<file path="src/rtl/pipe_hazard_ctrl_pkg.sv">
// Shared definitions for the IF/ID hazard controller: the FSM state type and
// the register/NOP constants.
package pipe_hazard_ctrl_pkg;

  typedef enum logic [1:0] {
    ST_RUN        = 2'd0,
    ST_WAIT_IMEM  = 2'd1,
    ST_FLUSH_PEND = 2'd2
  } state_t;

  localparam logic [4:0]  REG_ZERO = 5'd0;
  localparam logic [31:0] NOP_INSN = 32'h0;

endpackage

</file>
<file path="src/rtl/pipe_hazard_ctrl_if.sv">
// Signal bundle between the pipeline datapath (master) and the hazard controller (slave).
interface pipe_hazard_ctrl_if #(
  parameter int CNT_W      = 16,
  parameter int REG_ADDR_W = 5
);

  logic [REG_ADDR_W-1:0] id_rs1;
  logic [REG_ADDR_W-1:0] id_rs2;
  logic                  id_uses_rs1;
  logic                  id_uses_rs2;
  logic                  ex_mem_read;
  logic [REG_ADDR_W-1:0] ex_rd;
  logic                  ex_branch_taken;
  logic                  imem_ready;

  logic                  imem_req;
  logic                  pc_write;
  logic                  if_id_write;
  logic                  if_id_flush;
  logic                  id_ex_bubble;
  logic [CNT_W-1:0]      stall_cnt;
  logic [CNT_W-1:0]      wait_cnt;
  logic [CNT_W-1:0]      flush_cnt;

  modport master (
    output id_rs1, id_rs2, id_uses_rs1, id_uses_rs2,
           ex_mem_read, ex_rd, ex_branch_taken, imem_ready,
    input  imem_req, pc_write, if_id_write, if_id_flush, id_ex_bubble,
           stall_cnt, wait_cnt, flush_cnt
  );

  modport slave (
    input  id_rs1, id_rs2, id_uses_rs1, id_uses_rs2,
           ex_mem_read, ex_rd, ex_branch_taken, imem_ready,
    output imem_req, pc_write, if_id_write, if_id_flush, id_ex_bubble,
           stall_cnt, wait_cnt, flush_cnt
  );

endinterface

</file>
<file path="src/rtl/pipe_hazard_ctrl_load_use_detect.sv">
// Combinational load-use detector: a load in EX writing a register the ID
// instruction reads. Writes to x0 never create a dependency.
module load_use_detect
  import pipe_hazard_ctrl_pkg::*;
#(
  parameter int REG_ADDR_W = 5
) (
  input  logic [REG_ADDR_W-1:0] rs1,
  input  logic [REG_ADDR_W-1:0] rs2,
  input  logic                  uses_rs1,
  input  logic                  uses_rs2,
  input  logic                  mem_read,
  input  logic [REG_ADDR_W-1:0] rd,
  output logic                  load_use
);

  logic rd_live;
  logic hit_rs1;
  logic hit_rs2;

  assign rd_live  = mem_read && (rd != REG_ADDR_W'(REG_ZERO));
  assign hit_rs1  = uses_rs1 && (rs1 == rd);
  assign hit_rs2  = uses_rs2 && (rs2 == rd);
  assign load_use = rd_live && (hit_rs1 || hit_rs2);

endmodule

</file>
<file path="src/rtl/pipe_hazard_ctrl.sv">
// IF/ID and PC sequencer: resolves taken branches, load-use stalls and imem
// wait states each cycle, and keeps saturating counts of each event.
//
// state         | meaning
// --------------+-----------------------------------------------------------
// ST_RUN        | fetch issued, previous fetch returned normally
// ST_WAIT_IMEM  | fetch outstanding, PC held until imem_ready
// ST_FLUSH_PEND | stale fetch outstanding after a redirect; its word is dropped
module pipe_hazard_ctrl
  import pipe_hazard_ctrl_pkg::*;
#(
  parameter int CNT_W      = 16,
  parameter int REG_ADDR_W = 5
) (
  input  logic                     clk,
  input  logic                     reset,
  pipe_hazard_ctrl_if.slave        bus
);

  localparam logic [CNT_W-1:0] CNT_ONE = CNT_W'(1);

  state_t state;
  state_t state_nxt;

  logic load_use;
  logic branch;
  logic ready;

  logic imem_req;
  logic pc_write;
  logic if_id_write;
  logic if_id_flush;
  logic id_ex_bubble;

  logic [CNT_W-1:0] stall_cnt;
  logic [CNT_W-1:0] wait_cnt;
  logic [CNT_W-1:0] flush_cnt;

  assign branch = bus.ex_branch_taken;
  assign ready  = bus.imem_ready;

  load_use_detect #(.REG_ADDR_W(REG_ADDR_W)) u_load_use_detect (
    .rs1      (bus.id_rs1),
    .rs2      (bus.id_rs2),
    .uses_rs1 (bus.id_uses_rs1),
    .uses_rs2 (bus.id_uses_rs2),
    .mem_read (bus.ex_mem_read),
    .rd       (bus.ex_rd),
    .load_use (load_use)
  );

  always_ff @(posedge clk) begin
    if (reset) state <= ST_RUN;
    else       state <= state_nxt;
  end

  // RUN and WAIT_IMEM decode identically; they differ only in how they were entered.
  // Unused encodings fall into the default arm and behave as RUN.
  always_comb begin
    state_nxt    = ST_RUN;
    imem_req     = 1'b0;
    pc_write     = 1'b0;
    if_id_write  = 1'b0;
    if_id_flush  = 1'b0;
    id_ex_bubble = 1'b0;
    if (reset) begin
      if_id_flush  = 1'b1;
      id_ex_bubble = 1'b1;
    end else begin
      case (state)
        ST_FLUSH_PEND: begin
          if_id_flush = 1'b1;
          if (branch) begin
            pc_write     = 1'b1;
            id_ex_bubble = 1'b1;
          end
          state_nxt = ready ? ST_RUN : ST_FLUSH_PEND;
        end
        default: begin
          imem_req = 1'b1;
          if (branch) begin
            pc_write     = 1'b1;
            if_id_flush  = 1'b1;
            id_ex_bubble = 1'b1;
            state_nxt    = ready ? ST_RUN : ST_FLUSH_PEND;
          end else if (load_use) begin
            // PC holds too, so the fetched word is simply refetched next cycle.
            id_ex_bubble = 1'b1;
            state_nxt    = ready ? ST_RUN : ST_WAIT_IMEM;
          end else if (!ready) begin
            if_id_flush = 1'b1;
            state_nxt   = ST_WAIT_IMEM;
          end else begin
            pc_write    = 1'b1;
            if_id_write = 1'b1;
          end
        end
      endcase
    end
  end

  always_ff @(posedge clk) begin
    if (reset) begin
      stall_cnt <= '0;
      wait_cnt  <= '0;
      flush_cnt <= '0;
    end else begin
      if (load_use && !branch && (stall_cnt != '1)) stall_cnt <= stall_cnt + CNT_ONE;
      if (imem_req && !ready && (wait_cnt != '1))   wait_cnt  <= wait_cnt + CNT_ONE;
      if (branch && (flush_cnt != '1))              flush_cnt <= flush_cnt + CNT_ONE;
    end
  end

  assign bus.imem_req     = imem_req;
  assign bus.pc_write     = pc_write;
  assign bus.if_id_write  = if_id_write;
  assign bus.if_id_flush  = if_id_flush;
  assign bus.id_ex_bubble = id_ex_bubble;
  assign bus.stall_cnt    = stall_cnt;
  assign bus.wait_cnt     = wait_cnt;
  assign bus.flush_cnt    = flush_cnt;

endmodule

</file>
<file path="src/flat_wrapper.sv">
// flat-port wrapper written by rule: the top's interface ports become plain ports
module pipe_hazard_ctrl_flat import pipe_hazard_ctrl_pkg::*;
#(
  parameter int CNT_W      = 16,
  parameter int REG_ADDR_W = 5
)
  (clk, reset, bus_id_rs1, bus_id_rs2, bus_id_uses_rs1, bus_id_uses_rs2, bus_ex_mem_read, bus_ex_rd, bus_ex_branch_taken, bus_imem_ready, bus_imem_req, bus_pc_write, bus_if_id_write, bus_if_id_flush, bus_id_ex_bubble, bus_stall_cnt, bus_wait_cnt, bus_flush_cnt);
  pipe_hazard_ctrl_if #(.CNT_W(CNT_W), .REG_ADDR_W(REG_ADDR_W)) bus_i ();
  input  logic clk;
  input  logic reset;
  input wire logic [$bits(bus_i.id_rs1)-1:0] bus_id_rs1;
  input wire logic [$bits(bus_i.id_rs2)-1:0] bus_id_rs2;
  input wire logic [$bits(bus_i.id_uses_rs1)-1:0] bus_id_uses_rs1;
  input wire logic [$bits(bus_i.id_uses_rs2)-1:0] bus_id_uses_rs2;
  input wire logic [$bits(bus_i.ex_mem_read)-1:0] bus_ex_mem_read;
  input wire logic [$bits(bus_i.ex_rd)-1:0] bus_ex_rd;
  input wire logic [$bits(bus_i.ex_branch_taken)-1:0] bus_ex_branch_taken;
  input wire logic [$bits(bus_i.imem_ready)-1:0] bus_imem_ready;
  output wire logic [$bits(bus_i.imem_req)-1:0] bus_imem_req;
  output wire logic [$bits(bus_i.pc_write)-1:0] bus_pc_write;
  output wire logic [$bits(bus_i.if_id_write)-1:0] bus_if_id_write;
  output wire logic [$bits(bus_i.if_id_flush)-1:0] bus_if_id_flush;
  output wire logic [$bits(bus_i.id_ex_bubble)-1:0] bus_id_ex_bubble;
  output wire logic [$bits(bus_i.stall_cnt)-1:0] bus_stall_cnt;
  output wire logic [$bits(bus_i.wait_cnt)-1:0] bus_wait_cnt;
  output wire logic [$bits(bus_i.flush_cnt)-1:0] bus_flush_cnt;
  assign bus_i.id_rs1 = bus_id_rs1;
  assign bus_i.id_rs2 = bus_id_rs2;
  assign bus_i.id_uses_rs1 = bus_id_uses_rs1;
  assign bus_i.id_uses_rs2 = bus_id_uses_rs2;
  assign bus_i.ex_mem_read = bus_ex_mem_read;
  assign bus_i.ex_rd = bus_ex_rd;
  assign bus_i.ex_branch_taken = bus_ex_branch_taken;
  assign bus_i.imem_ready = bus_imem_ready;
  assign bus_imem_req = bus_i.imem_req;
  assign bus_pc_write = bus_i.pc_write;
  assign bus_if_id_write = bus_i.if_id_write;
  assign bus_if_id_flush = bus_i.if_id_flush;
  assign bus_id_ex_bubble = bus_i.id_ex_bubble;
  assign bus_stall_cnt = bus_i.stall_cnt;
  assign bus_wait_cnt = bus_i.wait_cnt;
  assign bus_flush_cnt = bus_i.flush_cnt;
  pipe_hazard_ctrl #(.CNT_W(CNT_W), .REG_ADDR_W(REG_ADDR_W)) u_core (.clk(clk), .reset(reset), .bus(bus_i));
endmodule
</file>
<file path="config.mk">
export PLATFORM = sky130hd
export DESIGN_NAME = pipe_hazard_ctrl_flat
export DESIGN_NICKNAME = d
export VERILOG_FILES = /design/src/rtl/pipe_hazard_ctrl_pkg.sv /design/src/rtl/pipe_hazard_ctrl_if.sv /design/src/rtl/pipe_hazard_ctrl_load_use_detect.sv /design/src/rtl/pipe_hazard_ctrl.sv /design/src/flat_wrapper.sv
export SDC_FILE = /design/constraint.sdc
export NUM_CORES = 1
export LEC_CHECK = 0
export ABC_CLOCK_PERIOD_IN_PS = 1790
export CORE_MARGIN = 4
export CORE_UTILIZATION = 43
export DETAILED_ROUTE_END_ITERATION = 12
export PLACE_DENSITY = 0.84
export SETUP_SLACK_MARGIN = 0.4
export SLEW_MARGIN = 20
export SYNTH_ARGS = -nofsm -noshare
export SYNTH_HDL_FRONTEND = slang
export SYNTH_SLANG_ARGS = --single-unit
</file>
<file path="constraint.sdc">
create_clock -name clk -period 1.79 [get_ports clk]
set_clock_uncertainty 0.05 [all_clocks]
set_input_delay 0.358 -clock clk [delete_from_list [all_inputs] [get_ports clk]]
set_output_delay 0.358 -clock clk [all_outputs]
set_load 0.03 [all_outputs]
</file>
# Yosys cells after proc, flatten, opt, wreduce, memory -nomap -nowiden
# Index checks and enable logic that the tools add are counted.
# word_totals
ff_bits	50
in_bits	22
# op_classes
addsub	3
n_eq_ne	6
mux	24
reduce_logical	13
# op_table
op	n
adder 16 x 1 -> 16 bit (second input constant)	3
!= test 16 bit (second input constant)	3
2-to-1 mux 1 bit	21
== test 5 bit	2
logical AND 1 bit	9
2-to-1 mux 2 bit	3
nonzero test 5 bit	1
== test 2 bit (second input constant)	1
logical NOT 1 bit	2
logical OR 1 bit	1

# Logic depth before layout (Yosys ltp)
# logic_depth
word_depth	8
mapped_depth	8
ltp_nobuf	7

# Hierarchy
# Synthesis repeated with hierarchy kept, for this count alone.
# hier_totals
cells_unflattened	320
area_unflattened_um2	2665.1
# modules_own_cells
module	n_inst	cells_each	area_each_um2
pipe_hazard_ctrl	1	303	2531.2
load_use_detect	1	17	133.9

# Worst setup path after synthesis
# No wires, ideal clock.
# synth_timing
kind	input-to-output
from	input port bus_ex_rd[0]
to	output port bus_if_id_flush
arrival_ns	1.905
path_slack_ns	-0.523
path_stages	5
cell_sequence	or4_4 -> o21a_1 -> nand2_1 -> inv_1 -> o21ai_0
# synth_between
elab_chain_cells	8
word_cells_on_any_way	12
classes_between	2 x eq/ne; 4 x mux; 6 x reduce/logical
# synth_lines
element	line_no	rtl
start, declared	flat_wrapper.sv:16	input wire logic [$bits(bus_i.ex_rd)-1:0] bus_ex_rd;
== test 5 bit (on tied branches)	pipe_hazard_ctrl_load_use_detect.sv:22, pipe_hazard_ctrl_load_use_detect.sv:23	
logical AND 1 bit (on tied branches)	pipe_hazard_ctrl_load_use_detect.sv:22, pipe_hazard_ctrl_load_use_detect.sv:23	
logical OR 1 bit	pipe_hazard_ctrl_load_use_detect.sv:24	assign load_use = rd_live && (hit_rs1 || hit_rs2);
logical AND 1 bit (*)	pipe_hazard_ctrl_load_use_detect.sv:24	
2-to-1 mux 1 bit (*)	pipe_hazard_ctrl.sv:86	end else if (load_use) begin
2-to-1 mux 1 bit (*)	pipe_hazard_ctrl.sv:81	if (branch) begin
2-to-1 mux 1 bit (*)	pipe_hazard_ctrl.sv:70	case (state)
2-to-1 mux 1 bit (*)	pipe_hazard_ctrl.sv:66	if (reset) begin
end, declared	flat_wrapper.sv:22	output wire logic [$bits(bus_i.if_id_flush)-1:0] bus_if_id_flush;
# Mark *: on every way between the ends. The rest lies on a longest branch, timed or not.

# Final worst setup path
# layout_timing
from	input port bus_ex_rd[4]
to	register u_core.stall_cnt[12], in the netlist u_core.bus.stall_cnt[12]
# layout_between
elab_chain_cells	6
word_cells_on_any_way	10
classes_between	2 x eq/ne; 8 x reduce/logical
# layout_lines
element	line_no	rtl
== test 5 bit (on tied branches)	pipe_hazard_ctrl_load_use_detect.sv:22, pipe_hazard_ctrl_load_use_detect.sv:23	
logical AND 1 bit (on tied branches)	pipe_hazard_ctrl_load_use_detect.sv:22, pipe_hazard_ctrl_load_use_detect.sv:23	
logical OR 1 bit	pipe_hazard_ctrl_load_use_detect.sv:24	
logical AND 1 bit (*)	pipe_hazard_ctrl_load_use_detect.sv:24	
logical AND 1 bit (*) (2 in a row)	pipe_hazard_ctrl.sv:108	if (load_use && !branch && (stall_cnt != '1)) stall_cnt <= stall_cnt + CNT_ONE;
end signal, assigned	pipe_hazard_ctrl.sv:108	
end, declared	pipe_hazard_ctrl.sv:35	logic [CNT_W-1:0] stall_cnt;
# Marks and branches as above.
# A chain may end at the register's enable or synchronous reset.

==> metrics.txt <==
DP Area=around 0.0039 sq mm; most numerous cell in the Yosys netlist=dfxtp_1; worst vdd ir=746 uV; crit path kind=in -> reg; Synth cell types=47; Slew HR=a little over two thirds; pwr dens=449 mW/mm^2; post-DR wirelength/cell=~26 um; R2R Setup Slk=-170 ps; Final setup violation count=32; Vias=roughly 3700; post-synth top area share=roughly two fifths; GPL Wtd Cong=about 0.89; CP Launch Type=input pin; Clock transition at path regs=about 110 ps; All-Layer GR Usage=31.5%; Mapped Area=approximately 0.0025 sq mm; worst path required time=around 2000 ps; Inserted Diodes=0; CTS tree=yes; die height=around 85 um; final setup TNS=-7990 ps; vias in the first global route=3502; Post-layout nets=slightly above 500; final std cells w/o fill=roughly 570; DR pass1 iterations=5; leakage=roughly 2.2 nW; register area=roughly 0.0011 sq mm; first-pass GRT wire length=roughly 18 mm; min Tclk post-route=2290 ps; mean post-synth cell area=between 8 and 9 sq um; cell taking the most area after synthesis=dfxtp_1; Residual DRC=0; Synth Instances=around 300; global route overflow=0; Power Total=~2.4 mW; antenna violations before repair=0; Via density=between 6 and 7; Worst Hold Class=in -> reg; CTS H-tree depth=2; initial core utilization=45.0%; largest net degree at the start of global routing=36; Max Cap Violations=0; fraction of layout cells with a size suffix above 1=69.8%; Fillers=approximately 160; commonest cells in the netlist=dfxtp_1 (50), nor2_1 (46), nand2_1 (25); RSZ-0062 raised after global routing=yes; post-synth net total=about 320; period utilisation layout=128%; area of the multi-input gates=roughly 0.0022 sq mm; max-slew violation count=0; synth warn=0; P&R area growth vs syn=108%; I/O Pins=75; Synth area leaders=dfxtp_1 (40%), nor2_1 (6.8%), xnor2_1 (5.6%); WHS=roughly 450 ps; clk_lat worst skew=330 ps; number of buffers created by CTS=5; placed wire-length estimate=roughly 5.4 mm; Max Freq=437 MHz; register area share after synthesis=approximately two fifths; row count=27; placed cell count=roughly 470; violated checks=negative setup slack; final setup margin=-501 ps; cell area after layout=about 0.0053 sq mm; port bufs=74; Worst setup EP type=flop; asr flop ratio synth=0%; initial DRC count=about 380; clock sink total=50; Longest Clk Path Bufs=2; dpl ws=-758 ps; Synth Flop Type=dfxtp_1; Root Buffer=clkbuf_8; core area=between 0.005 and 0.006 sq mm; Hold Violations, Final=0; Yosys reg bits=50; crit path max fanout=5; measured slew at the worst slew-check pin=between 400 and 500 ps; Final ANT Viol Nets=0; Die W=84.6 um; Post-Route Utilization=approximately 94%; WP data arrival=~2500 ps; status=finished with violations; Post-synth EDFFs=0; routed wire length=roughly 15 mm; DIE AREA=between 0.007 and 0.008 sq mm
## critical path, stage by stage
cell	delay, ps
buf_2	140
xnor2_1	260
nand4_1	250
buf_4	210
buf_6	110
nor3_4	180
buf_6	160
buf_4	120
o2111ai_4	170
o21ai_0	410
a21oi_2	100
## registers in the layout, indices dropped and copies added, names as in the netlist
name	flops
u_core.bus.flush_cnt	16
u_core.bus.stall_cnt	16
u_core.bus.wait_cnt	16
u_core.state	2
## metal layers
| layer | track usage [%] | up-vias | wire length (um) |
|---|---|---|---|
| met3 | 6.38 | 128 | 1290 |
| met2 | 54.8 | 346 | 7360 |
| met4 | 17.8 | 0 | 1200 |
| met1 | 35.5 | 1755 | 4890 |
| met5 | 0 | - | 0 |
| li1 | - | 1478 | - |
## layout make-up
class / count / area share (%)
well taps: 72 / 1.71
flip-flops and latches: 50 / 21.9
inverters: 5 / 0.357
repair buffers: 193 / 32.7
clock inverters: 2 / 0.714
multi-input cells: 238 / 41.2
clock buffers: 6 / 1.38
## cell usage in the layout, fill, tap and decap left out, types with 3 or more instances in the layout
master,instances
nand3_2,4
nand2_1,11
or4_4,5
dfxtp_4,35
nor2_4,8
nor3_4,6
nor2_1,36
clkbuf_4,7
inv_1,4
dfxtp_2,13
nand2_2,9
xnor2_2,10
nor3_2,5
o21ai_0,4
buf_6,80
xor2_1,14
nor4_2,3
buf_2,29
clkdlybuf4s15_1,3
ha_4,3
o31ai_1,3
xnor2_1,6
a21oi_2,9
nand2_4,5
nand4_1,14
clkbuf_8,5
mux2i_1,5
a21oi_4,3
buf_4,64
nand3_1,9
nor3_1,4
o21ai_4,4
o21a_1,4
nor4_4,4
dlygate4sd2_1,5
or3_4,4
## power breakdown
group / switching, mW / total [mW] / internal [mW]
Combinational: 0.212 / 0.409 / 0.197
Sequential: 0.0143 / 1.09 / 1.07
Clock: 0.444 / 0.862 / 0.419
Total: 0.670 / 2.36 / 1.69
## final timing paths
check	startpoint	endpoint	cells past startpoint
max	bus_ex_rd[4]	u_core.bus.stall_cnt[12]$_SDFFE_PP0P_	11
min	bus_ex_branch_taken	u_core.state[0]$_SDFF_PP0_	4
max reg2reg	u_core.bus.wait_cnt[2]$_SDFFE_PP0P_	u_core.bus.wait_cnt[15]$_SDFFE_PP0P_	6
min reg2reg	u_core.bus.stall_cnt[13]$_SDFFE_PP0P_	u_core.bus.stall_cnt[13]$_SDFFE_PP0P_	2
## logic make-up (layout without fill, tap and decap cells)
family	Yosys count	in the layout	synth area share [%]
compound gates	51	53	13.9
fa+ha+maj	3	3	1.49
simple gates	145	145	29.1
buf+inv	13	206	2.58
mux	6	6	2.43
flops	50	50	39.7
xor+xnor	31	31	10.8
## what timing repair did
| action | in CTS | in global routing |
|---|---|---|
| pin swaps | 73 | 48 |
| endpoints found under the setup margin | 100 | 86 |
| gates cloned | 2 | 0 |
| buffers inserted | 60 | 22 |
| gates resized for setup | 378 | 138 |
| hold buffers | 0 | 0 |
(Power assumes the default switching activity.)
